File: config.mk
export PLATFORM = sky130hd
export DESIGN_NAME = branch_predictor
export DESIGN_NICKNAME = d
export VERILOG_FILES = /design/src/rtl/branch_predictor.sv
export SDC_FILE = /design/constraint.sdc
export NUM_CORES = 2
export LEC_CHECK = 0
export ABC_AREA = 0
export BUFFER_PORTS_ARGS = -buffer_cell sky130_fd_sc_hd__buf_2
export CAP_MARGIN = 25
export CORE_MARGIN = 4
export CORE_UTILIZATION = 35
export DETAILED_ROUTE_END_ITERATION = 6
export REMOVE_ABC_BUFFERS = 1
export SYNTH_ARGS = -nofsm -noshare
export SYNTH_HDL_FRONTEND = slang
export SYNTH_SLANG_ARGS = --single-unit
File: constraint.sdc
create_clock -name clk_i -period 14.3 [get_ports clk_i]
set_clock_uncertainty 0.1 [all_clocks]
set_input_delay 2.145 -clock clk_i [delete_from_list [all_inputs] [get_ports clk_i]]
set_output_delay 2.145 -clock clk_i [all_outputs]
set_load 0.01 [all_outputs]
File: src/rtl/branch_predictor.sv
// Direct-mapped BTB with 2-bit saturating counters and Execute-stage mispredict detection.
// Optional statistics counters are compiled in with `define BPRED_STATS_EN.
module branch_predictor #(
  parameter int PC_WIDTH   = 32,
  parameter int INDEX_BITS = 6,
  parameter int TAG_BITS   = PC_WIDTH - INDEX_BITS - 2
) (
  input  logic                clk_i,
  input  logic                rst_i,
  input  logic [PC_WIDTH-1:0] PCF_i,
  output logic                predictTakenF_o,
  output logic [PC_WIDTH-1:0] predictTargetF_o,
  input  logic                BranchE_i,
  input  logic                JumpE_i,
  input  logic                isJalrE_i,
  input  logic                takenE_i,
  input  logic                predictTakenE_i,
  input  logic [PC_WIDTH-1:0] PCE_i,
  input  logic [PC_WIDTH-1:0] PCTargetE_i,
  input  logic [PC_WIDTH-1:0] PCPlus4E_i,
  input  logic                stallE_i,
  output logic                mispredictE_o,
  output logic [PC_WIDTH-1:0] recoverPCE_o,
  output logic [31:0]         branchCount_o,
  output logic [31:0]         mispredictCount_o
);

  localparam int unsigned ENTRIES = 2 ** INDEX_BITS;

  logic                valid_q  [ENTRIES];
  logic [1:0]          ctr_q    [ENTRIES];
  logic [TAG_BITS-1:0] tag_q    [ENTRIES];
  logic [PC_WIDTH-1:0] target_q [ENTRIES];

  logic [INDEX_BITS-1:0] idxF, idxE;
  logic [TAG_BITS-1:0]   tagF, tagE;
  logic                  hitF, hitE;
  logic                  activeE, updateE;

  logic                ent_we;
  logic                ent_valid_d;
  logic [1:0]          ent_ctr_d;
  logic [PC_WIDTH-1:0] ent_target_d;

  logic unused_pc_lsbs;
  assign unused_pc_lsbs = ^{PCF_i[1:0], PCE_i[1:0]};

  assign idxF = PCF_i[INDEX_BITS+1:2];
  assign tagF = PCF_i[PC_WIDTH-1:INDEX_BITS+2];
  assign idxE = PCE_i[INDEX_BITS+1:2];
  assign tagE = PCE_i[PC_WIDTH-1:INDEX_BITS+2];

  assign hitF = valid_q[idxF] && (tag_q[idxF] == tagF);
  assign hitE = valid_q[idxE] && (tag_q[idxE] == tagE);

  assign predictTakenF_o  = hitF && ctr_q[idxF][1];
  assign predictTargetF_o = predictTakenF_o ? target_q[idxF] : '0;

  assign activeE = BranchE_i | JumpE_i;
  assign updateE = activeE && !stallE_i;

  always_comb begin
    mispredictE_o = (activeE && (predictTakenE_i != takenE_i))
                 || (isJalrE_i && JumpE_i)
                 || (!activeE && predictTakenE_i);
    recoverPCE_o  = '0;
    if (mispredictE_o)
      recoverPCE_o = (activeE && takenE_i) ? PCTargetE_i : PCPlus4E_i;
  end

  always_comb begin
    ent_we       = 1'b0;
    ent_valid_d  = valid_q[idxE];
    ent_ctr_d    = ctr_q[idxE];
    ent_target_d = target_q[idxE];
    if (updateE) begin
      if (JumpE_i && isJalrE_i) begin
        if (hitE) begin
          ent_we      = 1'b1;
          ent_valid_d = 1'b0;
        end
      end else if (JumpE_i) begin
        ent_we       = 1'b1;
        ent_valid_d  = 1'b1;
        ent_ctr_d    = 2'b11;
        ent_target_d = PCTargetE_i;
      end else if (hitE) begin
        ent_we       = 1'b1;
        ent_valid_d  = 1'b1;
        ent_target_d = PCTargetE_i;
        if (takenE_i && ctr_q[idxE] != 2'b11)
          ent_ctr_d = ctr_q[idxE] + 2'b01;
        else if (!takenE_i && ctr_q[idxE] != 2'b00)
          ent_ctr_d = ctr_q[idxE] - 2'b01;
      end else if (takenE_i) begin
        ent_we       = 1'b1;
        ent_valid_d  = 1'b1;
        ent_ctr_d    = 2'b10;
        ent_target_d = PCTargetE_i;
      end
    end
  end

  always_ff @(posedge clk_i) begin
    if (rst_i) begin
      for (int unsigned i = 0; i < ENTRIES; i++) begin
        valid_q[i] <= 1'b0;
        ctr_q[i]   <= 2'b01;
      end
    end else if (ent_we) begin
      valid_q[idxE] <= ent_valid_d;
      ctr_q[idxE]   <= ent_ctr_d;
    end
  end

  // Tag and target carry no reset; valid gates every use of them.
  always_ff @(posedge clk_i) begin
    if (ent_we && !rst_i) begin
      tag_q[idxE]    <= tagE;
      target_q[idxE] <= ent_target_d;
    end
  end

`ifdef BPRED_STATS_EN
  logic [31:0] branch_cnt_q, branch_cnt_d;
  logic [31:0] mispred_cnt_q, mispred_cnt_d;

  always_comb begin
    branch_cnt_d  = branch_cnt_q + (updateE ? 32'd1 : 32'd0);
    mispred_cnt_d = mispred_cnt_q + ((mispredictE_o && !stallE_i) ? 32'd1 : 32'd0);
  end

  always_ff @(posedge clk_i) begin
    if (rst_i) begin
      branch_cnt_q  <= '0;
      mispred_cnt_q <= '0;
    end else begin
      branch_cnt_q  <= branch_cnt_d;
      mispred_cnt_q <= mispred_cnt_d;
    end
  end

  assign branchCount_o     = branch_cnt_q;
  assign mispredictCount_o = mispred_cnt_q;
`else
  assign branchCount_o     = '0;
  assign mispredictCount_o = '0;
`endif

endmodule

== After elaboration in Yosys (flattened, before gate mapping) ==
Memories as Yosys holds them, arrays and structs flattened.
Index checks and enable logic that the tools add are counted.

* Register bits: 0
* Bits in writable memories: 3,776
* Input bits: 136
* Output and inout bits: 130
* Word-level logic and storage cells: 75
* Memories: 4

* Add/sub/neg operators: 2
* Equal/unequal tests: 7
* Muxes and demuxes: 40
* Bitwise logic cells: 1
* Reduce and logical (&&, ||, !) cells: 21

{| class="wikitable"
|+ Memory list
! memory !! words !! bits a word !! read ports !! clocked after memory_dff !! wr ports !! line !! RTL
|-
| target_q || 64 || 32 || 1 || 0 || 1 || 33 || <nowiki>logic [PC_WIDTH-1:0] target_q [ENTRIES];</nowiki>
|-
| tag_q || 64 || 24 || 2 || 0 || 1 || 32 || <nowiki>logic [TAG_BITS-1:0] tag_q [ENTRIES];</nowiki>
|-
| ctr_q || 64 || 2 || 2 || 0 || 64 || 31 || <nowiki>logic [1:0] ctr_q [ENTRIES];</nowiki>
|-
| valid_q || 64 || 1 || 2 || 0 || 64 || 30 || <nowiki>logic valid_q [ENTRIES];</nowiki>
|}

{| class="wikitable"
|+ Operators by type and width
! cell !! count
|-
| $mux 32 || 8
|-
| $eq 24x24->1 || 2
|-
| $mux 1 || 22
|-
| $mux 2 || 8
|-
| $mux 6 || 2
|-
| $logic_and 1x1->1 || 11
|-
| $ne 5x5->1 const B || 1
|-
| $logic_not 1->1 || 4
|-
| $ne 2x2->1 const B || 2
|-
| $reduce_and 4->1 || 1
|-
| $add 2x1->2 const B || 1
|-
| $logic_or 1x1->1 || 2
|-
| $reduce_bool 2->1 || 1
|-
| $reduce_or 2->1 || 1
|-
| $sub 2x1->2 const B || 1
|-
| $ne 1x1->1 || 1
|-
| $ne 1x1->1 const B || 1
|-
| $or 1x1->1 || 1
|-
| $reduce_or 1->1 || 1
|}

== Logic depth before layout (Yosys ltp) ==
An unclocked memory read counts as a cell.

* Depth after elaboration: 12
* Mapped depth: 23
* Gate-level depth less buffers: 16

== Least setup slack after synthesis ==
Ideal clock, no wire load.

* Kind: input-to-reg
* From: input PCE_i[4]
* To: memory target_q[57][0], enable pin
* Setup time: 0.502 ns
* Arrival time: 8.416 ns
* Required time: 13.698 ns
* Setup slack: 5.283 ns
* Stages: 18
* Path buffers: 8
* Path through: buf_4 > buf_4 > buf_4 > clkbuf_1 > clkbuf_1 > mux2i_1 > o22ai_1 > o21ai_0 > nand4_1 > or3_1 > a21oi_1 > and4b_1 > and4_1 > buf_2 > nor2_1 > buf_2 > buf_2 > nor4_1

* Word-level cells in the longest chain between the ends: 11
* Elaborated cells between the ends (all ways): 14
* Classes of those cells: 2 x eq/ne; 7 x mux; 3 x reduce/logical; 2 x memory

{| class="wikitable"
|+ RTL lines
! what !! line !! RTL
|-
| start: declaration || 18 || <nowiki>input logic [PC_WIDTH-1:0] PCE_i,</nowiki>
|-
| $mem_v2 64x24 || n/a ||
|-
| $eq 24x24->1 || 54 || <nowiki>assign hitE = valid_q[idxE] && (tag_q[idxE] == tagE);</nowiki>
|-
| $logic_and 1x1->1 || 54 ||
|-
| $mux 1 || 87 || <nowiki>end else if (hitE) begin</nowiki>
|-
| $mux 1 || 82 || <nowiki>end else if (JumpE_i) begin</nowiki>
|-
| $mux 1 || 77 || <nowiki>if (JumpE_i && isJalrE_i) begin</nowiki>
|-
| $mux 1 || 76 || <nowiki>if (updateE) begin</nowiki>
|-
| $logic_and 1x1->1 || 118 || <nowiki>if (ent_we && !rst_i) begin</nowiki>
|-
| $mux 1 || 118 ||
|-
| $mux 1 (not written as such) || 120 || <nowiki>target_q[idxE] <= ent_target_d;</nowiki>
|-
| $reduce_and 4->1 (no source line) || n/a ||
|-
| end: declaration || 33 ||
|}

Parallel ways exist; a longest one is shown, timed or not.

== Worst setup path in the final report ==
* From: input PCF_i[2]
* To: output predictTargetF_o[22]

* Word-level cells in the longest chain between the ends: 5
* Elaborated cells between the ends (all ways): 8
* Classes of those cells: 1 x eq/ne; 1 x mux; 2 x reduce/logical; 4 x memory

{| class="wikitable"
|+ RTL lines
! what !! line !! RTL
|-
| start: declaration || 10 || <nowiki>input logic [PC_WIDTH-1:0] PCF_i,</nowiki>
|-
| $mem_v2 64x24 || n/a ||
|-
| $eq 24x24->1 || 53 || <nowiki>assign hitF = valid_q[idxF] && (tag_q[idxF] == tagF);</nowiki>
|-
| $logic_and 1x1->1 || 53 ||
|-
| $logic_and 1x1->1 || 56 || <nowiki>assign predictTakenF_o = hitF && ctr_q[idxF][1];</nowiki>
|-
| $mux 32 * || 57 || <nowiki>assign predictTargetF_o = predictTakenF_o ? target_q[idxF] : '0;</nowiki>
|-
| end: declaration || 12 || <nowiki>output logic [PC_WIDTH-1:0] predictTargetF_o,</nowiki>
|}

Every way passes the cells marked *; elsewhere a longest branch is shown, timed or not.

==> summary.md <==
| Metric | Value |
|---|---|
| Status | finished with violations |
| Failing checks | design-rule violations, max-slew violations |
| Most frequent cells in the layout | 3776 x edfxtp_1, 1217 x mux4_2, 379 x clkbuf_16 |
| Final Max Slew Viols | 40 |
| Post-place setup slack | about 2800 ps |
| Worst-path fanout max | 95 |
| CP most frequent cell | mux4_2 |
| Worst skew pair latency | 1030 ps |
| Achievable frequency | 0.08586 GHz |
| Detailed router's first-iteration violation count | between 15000 and 20000 |
| Hold violation count in the final report | 0 |
| Uppermost layer routed | met5 |
| Pin count of the biggest net entering global routing | 128 |
| Worst Hold Class | in -> reg |
| H-tree levels | 5 |
| Post-synthesis cell area | 0.1618 mm^2 |
| Async S/R FF share, synth | 0 |
| Clock Pin Slew Worst Setup and Hold Paths | about 60 ps |
| Multi-input gate area | around 0.046 mm^2 |
| Pleak | 56.21 nW |
| Nets | between 8000 and 9000 |
| Seq cells post-synth | roughly 3800 |
| FP Rows | 249 |
| Vias per std cell | 6.307 |
| Count of final setup violators | 0 |
| Placed Cells | 14150 |
| Final setup margin | between 2000 and 3000 ps |
| Setup TNS | 0 ps |
| Top delay family on crit path | buffers and inverters |
| Total GRT Usage | 0.2276 |
| Commonest non-fill, non-tap cell in the layout | edfxtp_1 |
| Vias in the first global route | ~93000 |
| Die height | 687.8 um |
| Initial antenna violation count | just under 60 |
| Core box area | roughly 0.46 mm^2 |
| EDFF count, synth | roughly 3800 |
| Unrepaired setup endpoints after global routing | no |
| Critical-path top delay cell | a211oi_1 |
| Vias | around 94000 |
| Top_reg_cell synth | edfxtp_1 |
| Post-DP HPWL | around 290000 um |
| CTS Sinks | around 3800 |
| First-pass GRT wire length | 753600 um |
| Critical path class | in -> out |
| Max Buffers Root-to-Sink | 4 |
| Antenna Nets Post-Route | 0 |
| Die area | around 0.47 mm^2 |
| Max IR drop VDD | roughly 0.13 mV |
| Resized cells post-CTS | 0 |
| DRT Pass-1 Iters | 7 |
| CP Data Required Time | between 10000 and 15000 ps |
| Crit-path max cell delay | roughly 880 ps |
| Final Core Density | 0.3995 |
| Total gr overflow | 0 |
| Worst Tran Pin Value | 1557 ps |
| Ys Warns | 0 |
| Power per Cell Area | around 130 mW/mm^2 |
| Final std cells w/o fill | roughly 15000 |
| Crit path DAT | ~9400 ps |
| Die Width | roughly 690 um |
| Post-CTS Setup Bufs | 0 |
| Yosys cell types | about 80 |
| Met2 wire len | roughly 250000 um |
| Share of post-route cells with drive strength above 1 | 0.3013 |
| Crit path capture type | primary output |
| Routed met1 length | roughly 200000 um |
| IO Pins | approximately 270 |
| Crit start category | input port |
| CTS Buf Count | about 370 |
| Slew headroom | -0.03818 |
| Min cycle time layout | roughly 12000 ps |
| # Max-Cap Violations | 0 |
| Layout overhead on the synthesized area | 13.65% |
| Cells after Synth | 8148 |
| Final WL | between 500000 and 600000 um |
| Hold bufs inserted after CTS | 0 |
| Cell Chain, Critical Path | buf_12 > buf_4 > mux4_2 > mux4_2 > mux4_2 > xnor2_1 > nand4_1 > nor3_1 > nand3_1 > or4_4 > buf_4 > a211oi_1 > buf_2 |
| Buf+Inv Stages, Crit Path | 4 |
| Avg Cell Area, Syn | between 15 and 20 um^2 |
| Initial Util | 0.3515 |
| CTS tree | yes |
| Root buffer cell | clkbuf_16 |
| Sequential element share of the synthesized area | 0.7010 |
| Area occupied by registers | roughly 0.11 mm^2 |
| Tcrit/Tclk final | 0.8145 |
| GPL Wtd Cong | around 0.87 |
| WL/cell | roughly 37 um |
| WL met3 | 68710 um |
| # DRC | 3 |
| Number of fill cells in the layout | a little over 40000 |
| IO Port Bufs | approximately 200 |
==> layer usage <==
metal,vias up,track usage
met2,6954,0.3467
met5,-,0.0009093
met1,49880,0.2986
met3,1574,0.06398
li1,35430,-
met4,24,0.1155
==> layout make-up <==
type / count / area share
Clock buffer: 454 / 0.05312
Inverter: 10 / 0.0002450
Tap cell: 6149 / 0.04185
Timing Repair Buffer: 560 / 0.02405
Antenna cell: 33 / 0.0004492
Sequential cell: 3776 / 0.6168
Multi-Input combinational cell: 3674 / 0.2517
Clock inverter: 227 / 0.01180
==> kinds of logic after synthesis <==
logic type / Yosys count / share of synthesized area
other cells: 1 / 0.00002318
simple gates: 897 / 0.03133
flops: 3776 / 0.7010
xor+xnor: 42 / 0.002274
mux: 1605 / 0.1943
buf+inv: 761 / 0.02197
compound gates: 1064 / 0.04895
fa+ha+maj: 2 / 0.0001547
==> metrics by stage <==
step	cell area [um^2]	power (mW)	hold slack (ps)
final	183800	23.71	1316
after floorplan	158500	13.20	906.5
after CTS	183300	23.78	1343
after global placement	171300	14.06	1309
after global routing	183800	24.34	1291
after detailed placement	171400	14.09	1368
==> power by group <==
group / switching, mW / internal (mW)
clock: 4.30 / 5.52
combinational: 1.05 / 0.614
sequential: 0.0174 / 12.2
==> registers in the layout, summed over array words and instances, names as in the netlist <==
| name | flops |
|---|---|
| tag_q | 1536 |
| target_q | 2048 |
| valid_q | 64 |
| ctr_q | 128 |
==> worst paths after layout <==
check | from | endpoint | slack (ps) | cells past startpoint
hold reg to reg | ctr_q[40][0]$_SDFFCE_PN1P_ | ctr_q[20][0]$_SDFFCE_PN1P_ | 1360 | 6
setup reg to reg | tag_q[62][16]$_DFFE_PP_ | tag_q[27][21]$_DFFE_PP_ | 7260 | 13
setup / recovery | PCF_i[2] | predictTargetF_o[22] | 2650 | 13
hold / removal | PCE_i[14] | tag_q[54][6]$_DFFE_PP_ | 1320 | 1
==> cells in the mapped netlist, types with 50 or more instances <==
cell	n	area, um^2
a21oi_1	135	675.7
buf_4	88	660.6
mux4_2	1217	27410
o21ai_0	89	445.4
nor4_1	138	863.3
a221o_1	77	770.7
a22o_1	50	437.9
mux2i_1	272	2723
buf_1	84	315.3
nor3_1	80	400.4
edfxtp_1	3776	113400
buf_2	191	955.9
nand2_1	222	833.3
a221oi_1	168	1471
o22ai_1	96	600.6
nor2_1	132	495.5
a22oi_1	178	1336
mux2_2	100	1126
clkbuf_1	371	1393
No activity file was read; power rests on OpenSTA's default activity.
